--- config.mk ---
export PLATFORM = sky130hd
export DESIGN_NAME = fp_add4_feeder
export DESIGN_NICKNAME = d
export VERILOG_FILES = /design/src/rtl/fp_add4_feeder.sv
export SDC_FILE = /design/constraint.sdc
export NUM_CORES = 1
export LEC_CHECK = 0
export ABC_CLOCK_PERIOD_IN_PS = 8800
export CAP_MARGIN = 20
export CELL_PAD_IN_SITES_DETAIL_PLACEMENT = 1
export CELL_PAD_IN_SITES_GLOBAL_PLACEMENT = 1
export CORE_UTILIZATION = 50
export DETAILED_ROUTE_END_ITERATION = 10
export GPL_ROUTABILITY_DRIVEN = 0
export PLACE_DENSITY_LB_ADDON = 0.1
export REMOVE_ABC_BUFFERS = 1
export SYNTH_ARGS = -nofsm -noshare
export SYNTH_HDL_FRONTEND = slang
export SYNTH_SLANG_ARGS = --single-unit
--- constraint.sdc ---
create_clock -name clk -period 8.8 [get_ports clk]
set_clock_uncertainty 0.15 [all_clocks]
set_input_delay 0.88 -clock clk [delete_from_list [all_inputs] [get_ports clk]]
set_output_delay 0.88 -clock clk [all_outputs]
set_load 0.05 [all_outputs]
--- src/rtl/fp_add4_feeder.sv ---
// fp_add4_feeder: packs a serial FP32 valid/ready stream into groups of four,
// drives the operand buses of a fixed-latency, non-stalling 4-input adder tree
// and collects the tree sums into a result FIFO. Issue is credit-gated so that
// every in-flight sum is guaranteed a FIFO slot when it emerges.
// Optional build macro FP_FEED_STATS_EN adds groups_issued / short_groups
// counters as extra output ports.
module fp_add4_feeder #(
  parameter int ADD_LAT   = 7,
  parameter int RES_DEPTH = 16
) (
  input  logic        clk,
  input  logic        reset,
  input  logic [31:0] in_data,
  input  logic        in_valid,
  input  logic        in_last,
  output logic        in_ready,
  output logic [31:0] tree_a,
  output logic [31:0] tree_b,
  output logic [31:0] tree_c,
  output logic [31:0] tree_d,
  input  logic [31:0] tree_out,
  output logic [31:0] res_data,
  output logic        res_last,
  output logic        res_valid,
  input  logic        res_ready
`ifdef FP_FEED_STATS_EN
  ,
  output logic [31:0] groups_issued,
  output logic [31:0] short_groups
`endif
);

  localparam int TREE_LAT = 2 * ADD_LAT;
  localparam int CW       = $clog2(RES_DEPTH + 1);
  localparam int AW       = $clog2(RES_DEPTH);
  localparam logic [CW:0] DEPTH_C = (CW + 1)'(RES_DEPTH);

  // Tag travelling alongside a group through the tree pipeline.
  typedef struct packed {
    logic valid;
    logic last;
  } tag_t;

  logic [1:0]              cnt;
  logic                    pending;
  logic                    group_last;
  tag_t [TREE_LAT-1:0]     tag_pipe;
  logic [CW-1:0]           outstanding;
  logic [CW-1:0]           mem_count;
  logic [AW-1:0]           wr_ptr;
  logic [AW-1:0]           rd_ptr;
  logic [32:0]             mem [RES_DEPTH];
  logic [CW:0]             in_use;

  logic accept, close, fire, credit_ok;
  logic push, pop, load_out, mem_rd, mem_wr, bypass;

  // Credit counts both sums still inside the tree and sums already queued,
  // so an issued group can never find the FIFO full when it exits.
  assign in_use    = {1'b0, outstanding} + {1'b0, mem_count} + {{CW{1'b0}}, res_valid};
  assign credit_ok = in_use < DEPTH_C;
  assign fire      = pending && credit_ok;
  assign in_ready  = !pending || fire;
  assign accept    = in_valid && in_ready;
  assign close     = accept && ((cnt == 2'd3) || in_last);

  assign push     = tag_pipe[TREE_LAT-1].valid;
  assign pop      = res_valid && res_ready;
  assign load_out = !res_valid || pop;
  assign mem_rd   = load_out && (mem_count != '0);
  assign bypass   = load_out && (mem_count == '0) && push;
  assign mem_wr   = push && !bypass;

  // Slot packing: the tree operand registers double as the packing slots.
  // The tree samples them on the fire edge, so a new slot-0 write on that
  // same edge only becomes visible after the old group has been taken.
  // NOTE: sequential state uses non-blocking assignments so every register
  // sees pre-edge values of its neighbours, independent of statement order.
  always_ff @(posedge clk or posedge reset) begin
    if (reset) begin
      cnt        <= '0;
      pending    <= 1'b0;
      group_last <= 1'b0;
      tree_a     <= '0;
      tree_b     <= '0;
      tree_c     <= '0;
      tree_d     <= '0;
    end else begin
      if (accept) begin
        case (cnt)
          2'd0:    tree_a <= in_data;
          2'd1:    tree_b <= in_data;
          2'd2:    tree_c <= in_data;
          default: tree_d <= in_data;
        endcase
        if (close) begin
          if (cnt < 2'd1) tree_b <= '0;
          if (cnt < 2'd2) tree_c <= '0;
          if (cnt < 2'd3) tree_d <= '0;
          cnt        <= '0;
          group_last <= in_last;
        end else begin
          cnt <= cnt + 2'd1;
        end
      end
      if (close)     pending <= 1'b1;
      else if (fire) pending <= 1'b0;
    end
  end

  // Tag shift register mirrors the tree latency; outstanding tracks its population.
  always_ff @(posedge clk or posedge reset) begin
    if (reset) begin
      tag_pipe    <= '0;
      outstanding <= '0;
    end else begin
      tag_pipe <= {tag_pipe[TREE_LAT-2:0], tag_t'{valid: fire, last: group_last}};
      case ({fire, push})
        2'b10:   outstanding <= outstanding + 1'b1;
        2'b01:   outstanding <= outstanding - 1'b1;
        default: outstanding <= outstanding;
      endcase
    end
  end

  // Result FIFO control: registered head plus backing store; an exiting sum
  // goes straight to the head when the store is empty and the head is free.
  always_ff @(posedge clk or posedge reset) begin
    if (reset) begin
      wr_ptr    <= '0;
      rd_ptr    <= '0;
      mem_count <= '0;
      res_valid <= 1'b0;
      res_data  <= '0;
      res_last  <= 1'b0;
    end else begin
      if (mem_wr) wr_ptr <= wr_ptr + 1'b1;
      if (mem_rd) rd_ptr <= rd_ptr + 1'b1;
      case ({mem_wr, mem_rd})
        2'b10:   mem_count <= mem_count + 1'b1;
        2'b01:   mem_count <= mem_count - 1'b1;
        default: mem_count <= mem_count;
      endcase
      if (load_out) begin
        if (mem_rd) begin
          {res_last, res_data} <= mem[rd_ptr];
          res_valid            <= 1'b1;
        end else if (bypass) begin
          res_data  <= tree_out;
          res_last  <= tag_pipe[TREE_LAT-1].last;
          res_valid <= 1'b1;
        end else begin
          res_valid <= 1'b0;
        end
      end
    end
  end

  // Backing store write port.
  // NOTE: storage is not reset; occupancy is defined by the pointers and
  // count, so stale contents after reset are never observed.
  always_ff @(posedge clk) begin
    if (mem_wr) mem[wr_ptr] <= {tag_pipe[TREE_LAT-1].last, tree_out};
  end

`ifdef FP_FEED_STATS_EN
  logic group_full;

  // Issue statistics; group_full remembers whether the closing group used all four slots.
  always_ff @(posedge clk or posedge reset) begin
    if (reset) begin
      group_full    <= 1'b0;
      groups_issued <= '0;
      short_groups  <= '0;
    end else begin
      if (close) group_full <= (cnt == 2'd3);
      if (fire) begin
        groups_issued <= groups_issued + 32'd1;
        if (!group_full) short_groups <= short_groups + 32'd1;
      end
    end
  end
`endif

endmodule

Word level (Yosys, flattened, before mapping)
Memory sizes are Yosys's and may differ from the RTL's.
Index checks and enable logic that the tools add are counted.
{"block": "op_classes", "add_sub_neg": 9, "order_cmp": 4, "n_eq_ne": 7, "n_mux": 22, "reduce_logical": 25}
{"operator": "$mux 32", "count": 11}
{"operator": "$pmux 5 s2", "count": 2}
{"operator": "$add 5x1->5 const B", "count": 2}
{"operator": "$sub 5x1->5 const B", "count": 2}
{"operator": "$add 4x1->4 const B", "count": 2}
{"operator": "$eq 2x2->1 const B", "count": 4}
{"operator": "$logic_and 1x1->1", "count": 8}
{"operator": "$mux 1", "count": 8}
{"operator": "$reduce_bool 2->1", "count": 4}
{"operator": "$add 5x5->6", "count": 1}
{"operator": "$add 6x1->6", "count": 1}
{"operator": "$eq 2x1->1 const B", "count": 3}
{"operator": "$lt 6x5->1 const B", "count": 1}
{"operator": "$reduce_and 2->1", "count": 3}
{"operator": "$logic_not 5->1", "count": 1}
{"operator": "$reduce_bool 5->1", "count": 1}
{"operator": "$lt 2x2->1 const B", "count": 2}
{"operator": "$logic_not 1->1", "count": 3}
{"operator": "$logic_or 1x1->1", "count": 3}
{"operator": "$reduce_or 3->1", "count": 1}
{"operator": "$add 2x1->2 const B", "count": 1}
{"operator": "$logic_not 2->1", "count": 1}
{"operator": "$lt 2x1->1 const B", "count": 1}
{"operator": "$mux 2", "count": 1}
{"block": "totals", "register_bits": 212, "mem_bits_rw": 528, "input_bits": 69, "output_inout_bits": 163, "wordCells": 110, "memories": 1}
{"memory": "mem", "words": 16, "word_bits": 33, "rd": 1, "rd_clocked_by_memory_dff": 0, "write_ports": 1, "line_no": "52", "source": "logic [32:0] mem [RES_DEPTH];"}

Logic depth before layout (Yosys ltp)
{"block": "logic_depth", "ltp_word": 8, "depth_mapped": 14, "depth_no_buf": 14}

Worst setup path after synthesis
Ideal clock, no wire load.
{"block": "synth_timing", "kind": "input -> register", "from": "in res_ready", "to": "mem mem[3][0] (enable)", "setup_ps": 464, "arrival_ps": 3965, "required_ps": 8186, "path_slack_ps": 4221, "stages": 6, "n_path_buf": 1, "cell_sequence": "nand2b_1 nand3_1 and2_1 clkbuf_1 nand2_1 nor3_1"}
{"block": "synth_between", "elab_chain_len": 8}
{"item": "from (decl)", "line_no": "25", "source": "input logic res_ready"}
{"item": "$logic_and 1x1->1", "line_no": "68", "source": "assign pop = res_valid && res_ready;"}
{"item": "$logic_or 1x1->1", "line_no": "69", "source": "assign load_out = !res_valid || pop;"}
{"item": "$logic_and 1x1->1 (2 in a row)", "line_no": "71", "source": "assign bypass = load_out && (mem_count == '0) && push;"}
{"item": "$logic_not 1->1", "line_no": "72", "source": "assign mem_wr = push && !bypass;"}
{"item": "$logic_and 1x1->1", "line_no": "72"}
{"item": "$mux 1", "line_no": "163", "source": "if (mem_wr) mem[wr_ptr] <= {tag_pipe[TREE_LAT-1].last, tree_out};"}
{"item": "$mux 1 (implied by the code)", "line_no": "163"}
{"item": "to (decl)", "line_no": "52"}
No other way between the ends.

Worst setup path after layout
{"block": "layout_timing", "from": "reg mem_count[0]", "to": "out in_ready"}
{"block": "layout_between", "elab_chain_len": 5}
{"item": "from (decl)", "line_no": "49", "source": "logic [CW-1:0] mem_count;"}
{"item": "from (signal assigned)", "line_no": "140", "source": "2'b10: mem_count <= mem_count + 1'b1;"}
{"item": "from (signal assigned)", "line_no": "141", "source": "2'b01: mem_count <= mem_count - 1'b1;"}
{"item": "from (signal assigned)", "line_no": "142", "source": "default: mem_count <= mem_count;"}
{"item": "$add 5x5->6", "line_no": "60", "source": "assign in_use = {1'b0, outstanding} + {1'b0, mem_count} + {{CW{1'b0}}, res_valid};"}
{"item": "$add 6x1->6", "line_no": "60"}
{"item": "$lt 6x5->1", "line_no": "61", "source": "assign credit_ok = in_use < DEPTH_C;"}
{"item": "$logic_and 1x1->1", "line_no": "62", "source": "assign fire = pending && credit_ok;"}
{"item": "$logic_or 1x1->1", "line_no": "63", "source": "assign in_ready = !pending || fire;"}
{"item": "to (decl)", "line_no": "16", "source": "output logic in_ready,"}
No other way between the ends.

==> results by group <==
Synth
  • EDFF count, synth: 528
  • Seq/Total Area, Yosys: 74.7%
  • Mux share of post-synthesis cell area: between 10 and 15%
  • Compound-Gate Fraction of Synth Area: 5.53%
  • Distinct cells, synth: 44
  • Syn. warnings: 0
  • Synth area leader: edfxtp_1
  • Synth Cell Area: ~0.028 sq mm
  • Avg Cell Area, Syn: 19.7 sq um
  • Gate Count Post-Synth: 1,435
  • Top post-synthesis cells by area: edfxtp_1 56%, dfrtp_1 19%, mux4_2 10%
  • Synth top area share: 55.9%
  • Post-synth top flop: edfxtp_1
  • Simple-Gate Fraction of Synth Area: approximately 1.6%
  • Yosys reg bits: 740
  • Post-synthesis xor/xnor area fraction: less than 1%
  • Post-Synth Adder-Cell Area: under 10%
  • Largest family of logic cells by synthesized area: multiplexers
  • Asr flop ratio synth: around 29%

Layout
  • Layout cell share with drive strength beyond 1: 19.7%
  • Final #Nets: 1,790
  • Non-Filler Instances: 2,508
  • Layout area overhead: 19.7%
  • Most frequent cells in the layout: 528 x edfxtp_1, 231 x clkdlybuf4s50_1, 208 x dfrtp_1
  • Post-route cell area: 0.0339 sq mm
  • Antenna cells: 0
  • Commonest non-fill, non-tap cell in the layout: edfxtp_1

Clock tree
  • Clock slew at reported path FFs: about 60 ps
  • Root Driver: clkbuf_16
  • # Post-CTS Setup Buffers: 0
  • CTS tree: done
  • Clock sinks: 740
  • Worst-Skew Late Latency: 620 ps
  • Number of buffers created by CTS: 77
  • Clock Tree Buf Depth: 3
  • Post-cts resize count: 0
  • H-tree Lvls: 3
  • # hold bufs at CTS: 0

Drt
  • Vias post-DR: between 10,000 and 15,000
  • Final ANT Viol Nets: 0
  • Routed len/inst: 27.3 um
  • Drt drc: 0
  • DRT Pass-1 Iters: 5
  • WL final: 68,500 um
  • DR vias/cell: 5.81
  • Initial DRC count: between 900 and 1,000

Floorplanning
  • FP Rows: 86
  • DIE AREA: 0.0576 sq mm
  • Initial Util: 51.0%
  • DIE HEIGHT: 240 um
  • Die width: 240 um
  • Core area: 0.0555 sq mm
  • Top Ports: 232

STA
  • Slew @ Worst Pin: 1110 ps
  • Min Tclk post-route: between 4000 and 5000 ps
  • Final Hold Viols: 0
  • Max frequency: 234 MHz
  • RSZ-0062 raised after global routing: no
  • # setup viols final: 0
  • Slew HR: 26.1%
  • Number of max-slew violations in the final report: 0
  • Period utilization: 48.5%
  • Setup_tns: 0 ps
  • Final hold slack: 182 ps

Flow run
  • Maxcap violations: 0

Placement
  • Port bufs: 231
  • DP HPWL: 38,400 um
  • DP Cell Count: between 2,000 and 2,500
  • Placed Area: approximately 0.031 sq mm

Setup path
  • Setup Crit Path Kind: reg -> out
  • WP data required: ~7800 ps
  • CP Max Fanout: 5
  • Worst setup SP type: flop
  • Crit end category: output pin
  • Critical path arrival: 3240 ps

GRT
  • Vias in the first global route: 16,400
  • First-pass GRT wire length: 104,000 um
  • Tot GR Track Use: 24.7%
  • Grt ovf: 0
  • Largest net degree at the start of global routing: 99
  • Initial antenna violation count: 0

Min path
  • Hold Crit Class: reg -> reg

Status
  • Status: complete, no violations

Power
  • P per Cell Area: 363 mW/mm^2
  • Peak VDD IR: approximately 230 uV
  • Static leakage: around 12 nW
critical path, stage by stage, from the launching register on:
cell and delay, ps:
dfrtp_1 450, ha_1 320, a211oi_2 220, nor2_1 120, o21a_1 200, o41ai_1 420, clkdlybuf4s50_1 930
kinds of logic after synthesis:
logic type                 after synthesis
adders and majority gates               25
and+or+nand+nor                        101
xor gates and xnor gates                14
buffers and inverters                   99
muxes                                  234
DFF                                    740
AOI/OAI and AO/OA                      222
synth_stat cells, drive strengths merged, types with 3 or more instances:
cell type and instances:
nand2b 5, mux2 36, mux2i 66, nor2b 3
ha 23, nand3 5, nor3 5, buf 70
edfxtp 528, clkbuf 14, a21oi 34, xor2 5
o21ai 51, nand2 56, xnor2 9, o211ai 3
a22o 93, and2 3, mux4 132, nor2 15
dfrtp 212, inv 15, o22ai 30
metrics by stage:
stage / setup slack [ps] / utilization, % / power [mW]
2_1_floorplan: 1980 / - / 7.88
3_3_place_gp: 4360 / 56.7 / 9.18
3_5_place_dp: 4310 / 56.7 / 9.27
4_1_cts: 4450 / 61.1 / 12.5
5_1_grt: 4310 / 61.1 / 12.8
6_report: 4530 / 61.1 / 12.3
power breakdown:
group,switching (mW),internal [mW]
clock network,1.32,1.83
registers,0.387,4.27
logic,2.71,1.80
total,4.41,7.90
layer usage:
layer / track usage [%] / vias up / wire [um]
li1: - / 6275 / -
met1: 33.4 / 7814 / 29000
met5: 0 / - / 0
met3: 6.07 / 81 / 4420
met4: 5.83 / 0 / 1120
met2: 40.7 / 411 / 34000
final timing paths:
kind | from | to | slack, ps | depth (start not counted)
setup / recovery | mem_count[0] | in_ready | 4530 | 6
hold / removal | tag_pipe[4] | tag_pipe[6] | 180 | 0
setup reg to reg | mem_count[0] | mem_count[4] | 5030 | 10
hold reg to reg | tag_pipe[4] | tag_pipe[6] | 180 | 0
max in group asynchronous | reset | rd_ptr[0] | 6320 | 3
min in group asynchronous | reset | tree_b[3] | 660 | 2
registers in the layout, summed over array words and instances (netlist names):
register	cells
tree_b	32
pending	1
res_data	32
tree_d	32
push	1
rd_ptr	4
res_last	1
res_valid	1
wr_ptr	4
mem	528
tree_c	32
tag_pipe	27
tree_a	32
outstanding	5
group_last	1
mem_count	5
cnt	2
layout make-up:
type / instances / area, sq um
multi-input cells: 596 / 6750
clock buffers: 112 / 2200
flip-flops and latches: 740 / 21200
well taps: 748 / 936
repair buffers: 266 / 2570
fillers: 4729 / 21600
inverters: 15 / 63.8
clock inverters: 31 / 240
Power figures use the tool's default switching activity.
